<file path="src/rtl/shift_engine_pkg.sv">
// Shared types and constants for the framed serial shift engine.
package shift_engine_pkg;

    // Engine control state.
    typedef enum logic {
        ST_IDLE   = 1'b0,
        ST_ACTIVE = 1'b1
    } state_t;

    // Bit-order encoding, matching the lsb_first input.
    localparam logic ORDER_MSB = 1'b0;
    localparam logic ORDER_LSB = 1'b1;

endpackage : shift_engine_pkg

</file>
<file path="src/rtl/shift_bit_counter.sv">
// Bit counter for one framed word: counts shift strobes and flags the last bit.
module shift_bit_counter
    import shift_engine_pkg::*;
#(
    parameter int unsigned WIDTH = 8,
    localparam int unsigned CNT_W = $clog2(WIDTH)
) (
    input  logic             clk,
    input  logic             reset,
    input  logic             clear,
    input  logic             inc,
    output logic [CNT_W-1:0] cnt,
    output logic             last
);

    // Count strobes; clear has priority, and the count saturates at WIDTH-1.
    always_ff @(posedge clk) begin
        if (reset || clear) begin
            cnt <= '0;
        end else if (inc && !last) begin
            cnt <= cnt + CNT_W'(1);
        end
    end

    // Last bit of the word is being shifted when the count reaches WIDTH-1.
    always_comb begin
        last = (cnt == CNT_W'(WIDTH - 1));
    end

endmodule : shift_bit_counter

</file>
<file path="src/rtl/shift_engine.sv">
// Framed serial shift engine: loads a word on valid/ready, shifts it out
// MSB- or LSB-first on shift strobes while capturing serial_in, and returns
// the received word with a one-cycle rx_valid pulse.
// Optional feature macro: SHIFT_ENGINE_PARITY_EN adds the rx_parity output.
module shift_engine
    import shift_engine_pkg::*;
#(
    parameter int unsigned WIDTH = 8
) (
    input  logic             clk,
    input  logic             reset,
    input  logic             shift_en,
    input  logic             lsb_first,
    input  logic [WIDTH-1:0] tx_data,
    input  logic             tx_valid,
    output logic             tx_ready,
    input  logic             serial_in,
    output logic             serial_out,
    output logic [WIDTH-1:0] rx_data,
    output logic             rx_valid,
    output logic             busy
`ifdef SHIFT_ENGINE_PARITY_EN
    ,
    output logic             rx_parity
`endif
);

    localparam int unsigned CNT_W = $clog2(WIDTH);

    state_t           state;
    state_t           nextState;
    logic             loadFire;
    logic             shiftFire;
    logic             doneFire;
    logic [WIDTH-1:0] shreg;
    logic [WIDTH-1:0] shiftNext;
    logic             order_q;
    logic [CNT_W-1:0] cnt;
    logic             cntLast;

    // State register.
    always_ff @(posedge clk) begin
        if (reset) begin
            state <= ST_IDLE;
        end else begin
            state <= nextState;
        end
    end

    // Next-state logic: load leaves IDLE, the final strobe returns to it.
    always_comb begin
        nextState = state;
        case (state)
            ST_IDLE: begin
                if (tx_valid) begin
                    nextState = ST_ACTIVE;
                end
            end
            ST_ACTIVE: begin
                if (shift_en && cntLast) begin
                    nextState = ST_IDLE;
                end
            end
            default: nextState = ST_IDLE;
        endcase
    end

    // State-decoded outputs and internal event strobes.
    always_comb begin
        tx_ready   = 1'b0;
        busy       = 1'b0;
        serial_out = 1'b0;
        loadFire   = 1'b0;
        shiftFire  = 1'b0;
        doneFire   = 1'b0;
        case (state)
            ST_IDLE: begin
                tx_ready = 1'b1;
                loadFire = tx_valid;
            end
            ST_ACTIVE: begin
                busy       = 1'b1;
                serial_out = (order_q == ORDER_LSB) ? shreg[0] : shreg[WIDTH-1];
                shiftFire  = shift_en;
                doneFire   = shift_en && cntLast;
            end
            default: begin
                tx_ready = 1'b0;
            end
        endcase
    end

    // Shift register contents after the current strobe, in the latched bit order.
    always_comb begin
        if (order_q == ORDER_LSB) begin
            shiftNext = {serial_in, shreg[WIDTH-1:1]};
        end else begin
            shiftNext = {shreg[WIDTH-2:0], serial_in};
        end
    end

    // Shift register, bit order and received word; reset aborts any word in flight.
    always_ff @(posedge clk) begin
        if (reset) begin
            shreg    <= '0;
            order_q  <= ORDER_MSB;
            rx_data  <= '0;
            rx_valid <= 1'b0;
        end else begin
            rx_valid <= doneFire;
            if (loadFire) begin
                shreg   <= tx_data;
                order_q <= lsb_first;
            end else if (shiftFire) begin
                shreg <= shiftNext;
            end
            if (doneFire) begin
                rx_data <= shiftNext;
            end
        end
    end

`ifdef SHIFT_ENGINE_PARITY_EN
    // Parity of the received word, captured alongside rx_data.
    always_ff @(posedge clk) begin
        if (reset) begin
            rx_parity <= 1'b0;
        end else if (doneFire) begin
            rx_parity <= ^shiftNext;
        end
    end
`endif

    // Bit counter; a load or a completed word restarts it from zero.
    shift_bit_counter #(
        .WIDTH (WIDTH)
    ) bitCounter (
        .clk   (clk),
        .reset (reset),
        .clear (loadFire || doneFire),
        .inc   (shiftFire),
        .cnt   (cnt),
        .last  (cntLast)
    );

    // The counter is always parked at zero while idle.
    idleCountZero: assert property (@(posedge clk) disable iff (reset)
        (state == ST_IDLE) |-> (cnt == '0));

endmodule : shift_engine

</file>
<file path="config.mk">
export PLATFORM = sky130hd
export DESIGN_NAME = shift_engine
export DESIGN_NICKNAME = d
export VERILOG_FILES = /design/src/rtl/shift_engine_pkg.sv /design/src/rtl/shift_bit_counter.sv /design/src/rtl/shift_engine.sv
export SDC_FILE = /design/constraint.sdc
export NUM_CORES = 1
export LEC_CHECK = 0
export ABC_AREA = 1
export BUFFER_PORTS_ARGS = -buffer_cell sky130_fd_sc_hd__buf_2
export CAP_MARGIN = 0
export CORE_UTILIZATION = 43
export CTS_BUF_LIST = sky130_fd_sc_hd__clkbuf_8
export CTS_CLUSTER_DIAMETER = 40
export CTS_CLUSTER_SIZE = 28
export DETAILED_ROUTE_END_ITERATION = 6
export PLACE_DENSITY = 0.69
export SLEW_MARGIN = 20
export SYNTH_ARGS = -nofsm -noshare
export SYNTH_HDL_FRONTEND = slang
export SYNTH_SLANG_ARGS = --single-unit
</file>
<file path="constraint.sdc">
create_clock -name clk -period 1.7 [get_ports clk]
set_input_delay 0.51 -clock clk [delete_from_list [all_inputs] [get_ports clk]]
set_output_delay 0.51 -clock clk [all_outputs]
set_load 0.03 [all_outputs]
</file>
==> flow_summary.json, run 1 <==
{
  "status": "complete, no violations",
  "detailedRoute.firstPassIterationCount": 4,
  "setup_tns_ns": 0,
  "fin_crit_sh_pct": 92.28,
  "io_pins": 26,
  "max_freq_mhz": 637.5,
  "yosysUniqueCellTypes": 21,
  "gp_congestion": 0.8063,
  "grt_overflow": 0,
  "area_growth_pct": 15.58,
  "cts_setup_buffers": 0,
  "p_clk_share_pct": 33.4,
  "core_um2": 2500,
  "grtUsageTotal_pct": 18.45,
  "switching_share_pct": 27.30,
  "clkTransAtPathRegs_ns": 0.08,
  "peakVddDrop_v": 0.0005201,
  "drv_cap": 0,
  "pwr-share-seq_pct": 49.6,
  "critPathKind": "reg2out",
  "yosysWarnings": 0,
  "synth_xor_area_share_pct": 0,
  "slew_headroom_pct": 72.46,
  "cp.buffers_inverters": 1,
  "hold_class": "reg2reg",
  "tritoncts": "done",
  "synthesis.nets": 178,
  "ys_ff_latch": 22,
  "final_cell_mix": "70 x nand2_1, 25 x buf_2, 21 x dfxtp_1",
  "yosysSeqAreaShare_pct": 38.10,
  "ctsRootBufferMaster": "clkbuf_8",
  "die-area_um2": 2900,
  "cp_cell_sequence": "o21ai_0 -> a21oi_2 -> buf_2",
  "grt_pass1_vias": 944,
  "period_minus_slack_ns": 1.569,
  "antenna_cells": 0,
  "wl_mm": 2.306,
  "start_util_pct": 46.25,
  "syn_area_per_cell_um2": 7.136,
  "drcViolationCount": 0,
  "grt_max_degree": 21,
  "htree_levels": 1,
  "power_density_nw_per_um2": 838.8,
  "worst_slack_ns": 0.1313,
  "grt_setup_unrepaired": "no",
  "synth_fa_ha_area_share_pct": 2.165,
  "endpoint_kind": "output port",
  "final-hold-violation-count": 0,
  "numCtsBuffers": 3,
  "syn_area_um2": 1156,
  "cp_data_required_time_ns": 1.19,
  "worstPathMaxFanout": 5,
  "synth_compound_area_share_pct": 8.658,
  "die_h_um": 53.85,
  "cts.sinks": 22,
  "setup_viol": 0,
  "drive_gt1_share_pct": 24.73,
  "p_sw_w": 0.0003061,
  "dpl.hpwl_mm": 1.670,
  "drv_slew": 0,
  "synth_top_family_by_area": "simple AND/OR/NAND/NOR gates",
  "muxShareOfSynthArea_pct": 0,
  "nNetsFinal": 203,
  "via_per_inst": 4.819,
  "final_common_cell": "nand2_1",
  "grt_pass1_wl_mm": 3.850,
  "path_delay_family": "flip-flops",
  "critPathSlowestCell": "dfxtp_2",
  "vias": 1041,
  "ant_nets": 0,
  "fin_skew_ns": 0.005263,
  "first_iter_violations": 21,
  "antenna_found_initial": 0,
  "start_kind": "register",
  "synth-simple-area-share_pct": 41.88,
  "power.leakage_nw": 0.7586,
  "clock_path_buffers": 2,
  "chipWidth_um": 53.85,
  "clock_latency_ns": 0.26,
  "fillers": 240,
  "arrival_ns": 1.06,
  "combPwrFrac_pct": 17.0,
  "slowest_delay_ns": 0.39,
  "rows": 18,
  "internal-power_w": 0.0008148,
  "pre_cts_slack_ns": 0.3210,
  "wl_per_cell_um": 10.68,
  "port_buffers": 25,
  "netlist_instances": 162,
  "tightestPinTransition_ns": 0.4117
}
path summary, 6_finish.rpt:
| path | start | end | slack, ns | cells after the start |
|---|---|---|---|---|
| worst max-delay path | state | serial_out | 0.13 | 3 |
| worst min-delay path | rx_data[5] | rx_data[5] | 0.47 | 2 |
| worst max register to register | bitCounter.cnt[0] | bitCounter.cnt[0] | 0.43 | 6 |
| worst min register to register | rx_data[5] | rx_data[5] | 0.47 | 2 |
worst register-to-register path, delay by kind of cell, from the launching register on:
kind | cells | cell delay, ns
AOI/OAI and AO/OA | 1 | 0.05
and+or+nand+nor | 2 | 0.26
adders and majority gates | 2 | 0.43
buffers and inverters | 1 | 0.09
DFF | 1 | 0.33
metrics by stage:
step           instance area (µm²)  total power (W)  cells  hold slack (ns)  utilization (%)
2_1_floorplan                 1160        0.0007122    162           0.4495                -
3_3_place_gp                  1280        0.0007531    212           0.4573            51.20
3_5_place_dp                  1280        0.0007573    212           0.4610            51.20
4_1_cts                       1335         0.001125    216           0.4734            53.40
5_1_grt                       1336         0.001177    216           0.4913            53.45
6_report                      1336         0.001121    216           0.4683            53.45
power by group through the flow:
stage	Clock [W]	Sequential [W]	Combinational [W]
detailed placement	0	0.000567	0.000190
global placement	0	0.000567	0.000186
global route	0.000402	0.000560	0.000215
finish	0.000374	0.000556	0.000191
floorplan	0	0.000566	0.000146
CTS	0.000378	0.000556	0.000191
area by class of cell:
class / instances / area (µm²) / share of cell area (%)
clock buffer: 4 / 55.05 / 4.120
inverter: 15 / 56.30 / 4.213
multi-input combinational: 119 / 613.1 / 45.88
sequential: 22 / 441.7 / 33.05
tap: 30 / 37.54 / 2.809
timing repair buffer: 26 / 132.6 / 9.925
registers in the layout, summed over array words and instances, names as in the netlist:
register and count:
bitCounter.cnt 3, order_q 1, rx_data 8, rx_valid 1, shreg 8, state 1
layer usage:
metal	track usage (%)	routed length [µm]	vias to the layer above
li1	-	-	558
met1	23.55	1188	461
met2	30.66	1022	18
met3	3.390	67	4
met4	6.579	27	0
met5	0	0	-
timing repair:
item	in CTS	in global routing
hold buffers	0	0
gates resized for setup	0	1
endpoints found under the hold margin	0	0
endpoints found under the setup margin	0	1
cell families after synthesis:
group                    after synthesis
adder cells (fa/ha/maj)                2
AND/OR/NAND/NOR                      101
flip-flops                            22
AO/OA/AOI/OAI                         16
buffers and inverters                 21
synth_stat cells:
cell	count	area share (%)
a21oi_1	9	3.9
a21oi_2	4	3.0
buf_2	1	0.43
buf_4	3	1.9
buf_6	2	1.9
clkinv_1	1	0.32
dfxtp_1	22	38
ha_1	2	2.2
inv_1	11	3.6
inv_2	3	0.97
nand2_1	70	23
nand2_2	1	0.54
nand2_4	3	2.9
nand3_1	17	7.4
nand3_4	1	1.5
nand3b_1	7	4.5
nor2_2	1	0.54
nor2_8	1	1.7
o211a_1	1	0.87
o21ai_0	1	0.43
o21ai_1	1	0.43
(Power assumes the default switching activity.)
==> run 2, diff against run 1 <==
- SETUP_SLACK_MARGIN: unset -> 0.4
==> run 2 against run 1 <==
Against the previous run: via count is 9.2% higher; clock skew is 0.0025 ns lower; final cell count is 6.0% higher; total power is 15% higher; global-route usage is 1.1 points higher; register-to-register slack hardly changed; first-iteration DRC count is 140% higher; largest power group unchanged.
==> flow_summary.json, run 2 (synthesis gave the netlist of run 1 again) <==
{
  "status": "complete, no violations",
  "hold_class": "reg2reg",
  "grtUsageTotal_pct": 19.53,
  "clock_latency_ns": 0.26,
  "fin_skew_ns": 0.002751,
  "die-area_um2": 2900,
  "slew_headroom_pct": 76.91,
  "wl_per_cell_um": 11.76,
  "core_um2": 2500,
  "final_cell_mix": "70 x nand2_1, 17 x nand3_1, 13 x dfxtp_1, 13 x buf_2, 13 x buf_6",
  "r2r-start": "state",
  "min_to": "rx_data[7]",
  "vias": 1137,
  "dpl.hpwl_mm": 1.700,
  "dp_cells": 211,
  "cts_hold_buf": 0,
  "hold_start": "rx_data[7]",
  "tightestPinTransition_ns": 0.3459,
  "top_regs": "rx_data (8), shreg (8), bitCounter.cnt (3)",
  "antenna_found_initial": 0,
  "grt_pass1_vias": 986,
  "setup_tns_ns": 0,
  "nNetsFinal": 216,
  "period_minus_slack_ns": 1.486,
  "critPathKind": "reg2out",
  "endpoint_kind": "output port",
  "final_common_cell": "nand2_1",
  "cp_data_required_time_ns": 1.19,
  "worstPathMaxFanout": 4,
  "io_pins": 26,
  "power.leakage_nw": 0.8308,
  "ant_nets": 0,
  "max_freq_mhz": 673.0,
  "instances_no_fill": 229,
  "start_util_pct": 46.25,
  "rows": 18,
  "final-hold-violation-count": 0,
  "ctsRootBufferMaster": "clkbuf_8",
  "setup_viol": 0,
  "numCtsBuffers": 3,
  "port_buffers": 25,
  "cts.sinks": 22,
  "fillers": 206,
  "clkTransAtPathRegs_ns": 0.08,
  "fin_crit_sh_pct": 87.40,
  "ff2ff_setup_slack_ns": 0.44,
  "grt_max_degree": 21,
  "peakVddDrop_v": 0.0007961,
  "grt_pass1_wl_mm": 4.091,
  "tritoncts": "done",
  "drive_gt1_share_pct": 35.68,
  "gp_congestion": 0.7468,
  "r2r-end": "bitCounter.cnt[0]",
  "antenna_cells": 0,
  "chipWidth_um": 53.85,
  "wl_mm": 2.694,
  "arrival_ns": 0.98,
  "drv_slew": 0,
  "drv_cap": 0,
  "start_kind": "register",
  "clock_path_buffers": 2,
  "grt_overflow": 0,
  "reg2regPathDepth": 8,
  "grt_setup_unrepaired": "yes",
  "holdPathStages": 2,
  "htree_levels": 1,
  "power_density_nw_per_um2": 789.6,
  "via_per_inst": 4.965,
  "area_growth_pct": 41.77,
  "drcViolationCount": 0,
  "detailedRoute.firstPassIterationCount": 6,
  "die_h_um": 53.85,
  "first_iter_violations": 51
}
==> run 2: changes by cell type in the layout (fill, tap and decap cells not counted), moves of 2 or more <==
cell     change
ha_1         -2
dfxtp_4      +2
nand2_8      +3
buf_2       -12
buf_6       +13
dfxtp_1      -8
buf_4        +9
dfxtp_2      +6
==> run 2: layout make-up <==
class                   instances  area (µm²)  share of cell area (%)
clock buffers                   3       41.29                   2.519
clock inverters                 1       30.03                   1.832
inverters                      15       65.06                   3.969
repair buffers                 38       314.1                   19.16
flip-flops and latches         22       456.7                   27.86
multi-input cells             120       694.4                   42.37
well taps                      30       37.54                   2.290
==> run 2: power breakdown <==
| group | internal (W) | total, W | leakage [nW] | switching [W] |
|---|---|---|---|---|
| combinational | 0.000103 | 0.000245 | 0.611 | 0.000142 |
| sequential | 0.000538 | 0.000561 | 0.184 | 0.0000229 |
| clock | 0.000315 | 0.000488 | 0.0357 | 0.000174 |
| total | 0.000956 | 0.00129 | 0.831 | 0.000339 |
==> run 2: timing repair <==
item / CTS / global route
pin swaps: 1 / 2
cloned: 0 / 1
setup endpoints to repair: 11 / 33
gates resized for setup: 17 / 30
buffers inserted: 5 / 8
hold endpoints to repair: 0 / 0
==> run 2: worst max path at each step <==
| stage | from | endpoint | slack (ns) | cells past startpoint |
|---|---|---|---|---|
| 3_3_place_gp | order_q | serial_out | 0.35 | 3 |
| 3_5_place_dp | tx_valid | shreg[2] | 0.32 | 4 |
| 2_1_floorplan | order_q | serial_out | 0.45 | 3 |
| 5_1_grt | state | serial_out | 0.17 | 3 |
| 6_report | order_q | serial_out | 0.21 | 3 |
| 4_1_cts | order_q | serial_out | 0.21 | 3 |
==> run 2: routing by layer <==
layer	wire (µm)	part of all wire [%]	global-route usage [%]	vias up
met5	0	0	0	-
met4	32	1.2	5.263	0
met3	107	4.0	6.497	4
met2	1365	51	34.16	32
met1	1188	44	22.41	511
li1	-	-	-	590
==> run 2: critical path, stage by stage, from the launching register on <==
cell	delay, ns
dfxtp_4	0.39
o21ai_4	0.07
a21oi_4	0.11
buf_6	0.14
==> run 2: metrics by stage <==
step | hold WS (ns) | utilization (%) | setup slack [ns] | total power [W] | instance area [µm²]
6_report | 0.4729 | 65.57 | 0.2142 | 0.001294 | 1639
5_1_grt | 0.4885 | 65.57 | 0.1748 | 0.001356 | 1639
4_1_cts | 0.4760 | 57.91 | 0.2150 | 0.001269 | 1448
3_5_place_dp | 0.4590 | 51.55 | 0.3207 | 0.0007604 | 1289
3_3_place_gp | 0.4574 | 51.55 | 0.3484 | 0.0007546 | 1289
2_1_floorplan | 0.4495 | - | 0.4487 | 0.0007199 | 1182
==> run 3, diff against run 2 <==
- SLEW_MARGIN: 20 -> unset
- SYNTH_HIERARCHICAL: unset -> 1
==> run 3 against run 2 <==
Against the previous run: sequential cell count unchanged; die area unchanged; sequential power about the same; worst setup slack better by 0.013 ns; utilization down 2.4 points; clock power down 0.8%; area after synthesis unchanged; largest cell class unchanged.
==> flow_summary.json, run 3 <==
{
  "gp_congestion": 0.7873,
  "dpl.hpwl_mm": 1.761,
  "worst_slack_ns": 0.2270,
  "nNetsFinal": 217,
  "fin_skew_ns": 0.006588,
  "first_iter_violations": 24,
  "max_freq_mhz": 678.9,
  "clock_path_buffers": 2,
  "critPathKind": "reg2out",
  "power_density_nw_per_um2": 807.6,
  "synthTopCellsByArea": "dfxtp_1 38%, nand2_1 22%, nand3_1 8.7%, nand3b_1 4.5%, inv_1 4.2%",
  "finalPower_w": 0.001275,
  "drive_gt1_share_pct": 34.00,
  "grt_pass1_wl_mm": 4.471,
  "grt_pass1_vias": 1049,
  "power.leakage_nw": 0.8296,
  "clkTransAtPathRegs_ns": 0.08,
  "cp_data_required_time_ns": 1.19,
  "arrival_ns": 0.96,
  "grt_max_degree": 21,
  "wl_per_cell_um": 11.68,
  "grtUsageTotal_pct": 21.11,
  "start_kind": "register",
  "ant_nets": 0,
  "async_reset_ff_share_pct": 0,
  "tightestPinTransition_ns": 0.3075,
  "synth_common_cells": "68 x nand2_1, 22 x dfxtp_1, 20 x nand3_1",
  "tritoncts": "done",
  "worstPathMaxFanout": 4,
  "status": "complete, no violations",
  "top_regs": "rx_data (8), shreg (8), bitCounter/cnt (3)",
  "via_per_inst": 4.900,
  "final-hold-violation-count": 0,
  "io_pins": 26,
  "pre_cts_slack_ns": 0.2103,
  "synthesis.nets": 184,
  "antenna_cells": 0,
  "slew_headroom_pct": 79.47,
  "peakVddDrop_v": 0.0009021,
  "syn_area_um2": 1156,
  "synth_edf_count": 0,
  "synth_top_cell_area_share_pct": 38.10,
  "yosysMostFrequentCell": "nand2_1",
  "die_h_um": 53.85,
  "setup_viol": 0,
  "yosysSeqAreaShare_pct": 38.10,
  "yosysTopAreaCell": "dfxtp_1",
  "drcViolationCount": 0,
  "yosysWarnings": 6,
  "area_growth_pct": 36.58,
  "hold_class": "reg2reg",
  "core_um2": 2500,
  "setup_tns_ns": 0,
  "netlist_instances": 168,
  "drv_slew": 0,
  "ctsRootBufferMaster": "clkbuf_8",
  "fillers": 222,
  "yosysUniqueCellTypes": 20,
  "antenna_found_initial": 0,
  "endpoint_kind": "output port",
  "fin_crit_sh_pct": 86.65,
  "grt_setup_unrepaired": "yes",
  "grt_overflow": 0,
  "ys_ff_latch": 22,
  "start_util_pct": 46.25,
  "htree_levels": 1,
  "syn_area_per_cell_um2": 6.882,
  "drv_cap": 0,
  "die-area_um2": 2900,
  "rows": 18,
  "detailedRoute.firstPassIterationCount": 4,
  "cts.sinks": 22,
  "period_minus_slack_ns": 1.473,
  "final_cell_mix": "67 x nand2_1, 20 x nand3_1, 13 x inv_1, 13 x buf_2, 11 x dfxtp_1",
  "numCtsBuffers": 3,
  "vias": 1127,
  "clock_latency_ns": 0.26,
  "final_common_cell": "nand2_1",
  "port_buffers": 25,
  "synth_top_flop_cell": "dfxtp_1",
  "wl_mm": 2.686,
  "chipWidth_um": 53.85
}
[run 3: cell count changes in the layout (fill, tap and decap cells not counted), sizes merged]
cell    previous run  this run
a21oi             13        11
buf               37        33
clkbuf             4         3
inv               14        16
nand2             75        72
nand3             18        20
nor2               2         9
o211a              1         0
o21ai              2         3
[run 3: area by class of cell]
class	instances	area [µm²]	share of cell area, %
inverters	17	70.07	4.437
clock inverters	1	30.03	1.902
repair buffers	33	265.3	16.80
clock buffers	3	41.29	2.615
flip-flops and latches	22	461.7	29.24
multi-input cells	124	673.1	42.63
well taps	30	37.54	2.377
[run 3: logic make-up after synthesis]
family	Yosys count	share of synthesized area (%)
AO/OA/AOI/OAI	14	7.358
AND/OR/NAND/NOR	108	43.29
adder cells (fa/ha/maj)	2	2.164
buffers and inverters	22	9.091
flip-flops	22	38.10
[run 3: final timing paths]
check                           cells after the start              start                end  slack [ns]
worst max-delay path                                3            order_q         serial_out        0.23
worst max register to register                      7  bitCounter/cnt[0]  bitCounter/cnt[0]        0.42
worst min register to register                      2         rx_data[4]         rx_data[4]        0.48
worst min-delay path                                2         rx_data[4]         rx_data[4]        0.48
[run 3: critical path: stages, from the launching register on]
cell     delay, ns
dfxtp_4       0.39
o21ai_4       0.06
a21oi_4       0.11
buf_6         0.14
[run 3: power breakdown]
part	total [W]	switching (W)	internal, W
Combinational	0.000228	0.000138	0.0000897
Clock	0.000484	0.000170	0.000314
Sequential	0.000563	0.0000237	0.000539
Total	0.00128	0.000332	0.000944
[run 3: metrics by stage]
stage                     cell area, µm²  hold WS, ns  util [%]  instances
after floorplan                     1182       0.4592         -        168
final                               1579       0.4785     63.16        230
after detailed placement            1306       0.4613     52.25        219
after global routing                1579       0.5083     63.16        230
after CTS                           1469       0.4756     58.76        227
after global placement              1306       0.4644     52.25        219
[run 3: metal layers]
metal / track usage [%] / part of all wire [%] / up-vias
li1: - / - / 596
met1: 25.47 / 45 / 498
met2: 37.04 / 50 / 29
met3: 6.215 / 4.2 / 4
met4: 3.509 / 0.67 / 0
met5: 0 / 0 / -
[run 3: what timing repair did]
action | CTS | global route
buffers inserted | 4 | 3
hold buffers | 0 | 0
setup endpoints to repair | 17 | 31
gates resized for setup | 17 | 29
pin swaps | 3 | 4
endpoints found under the hold margin | 0 | 0
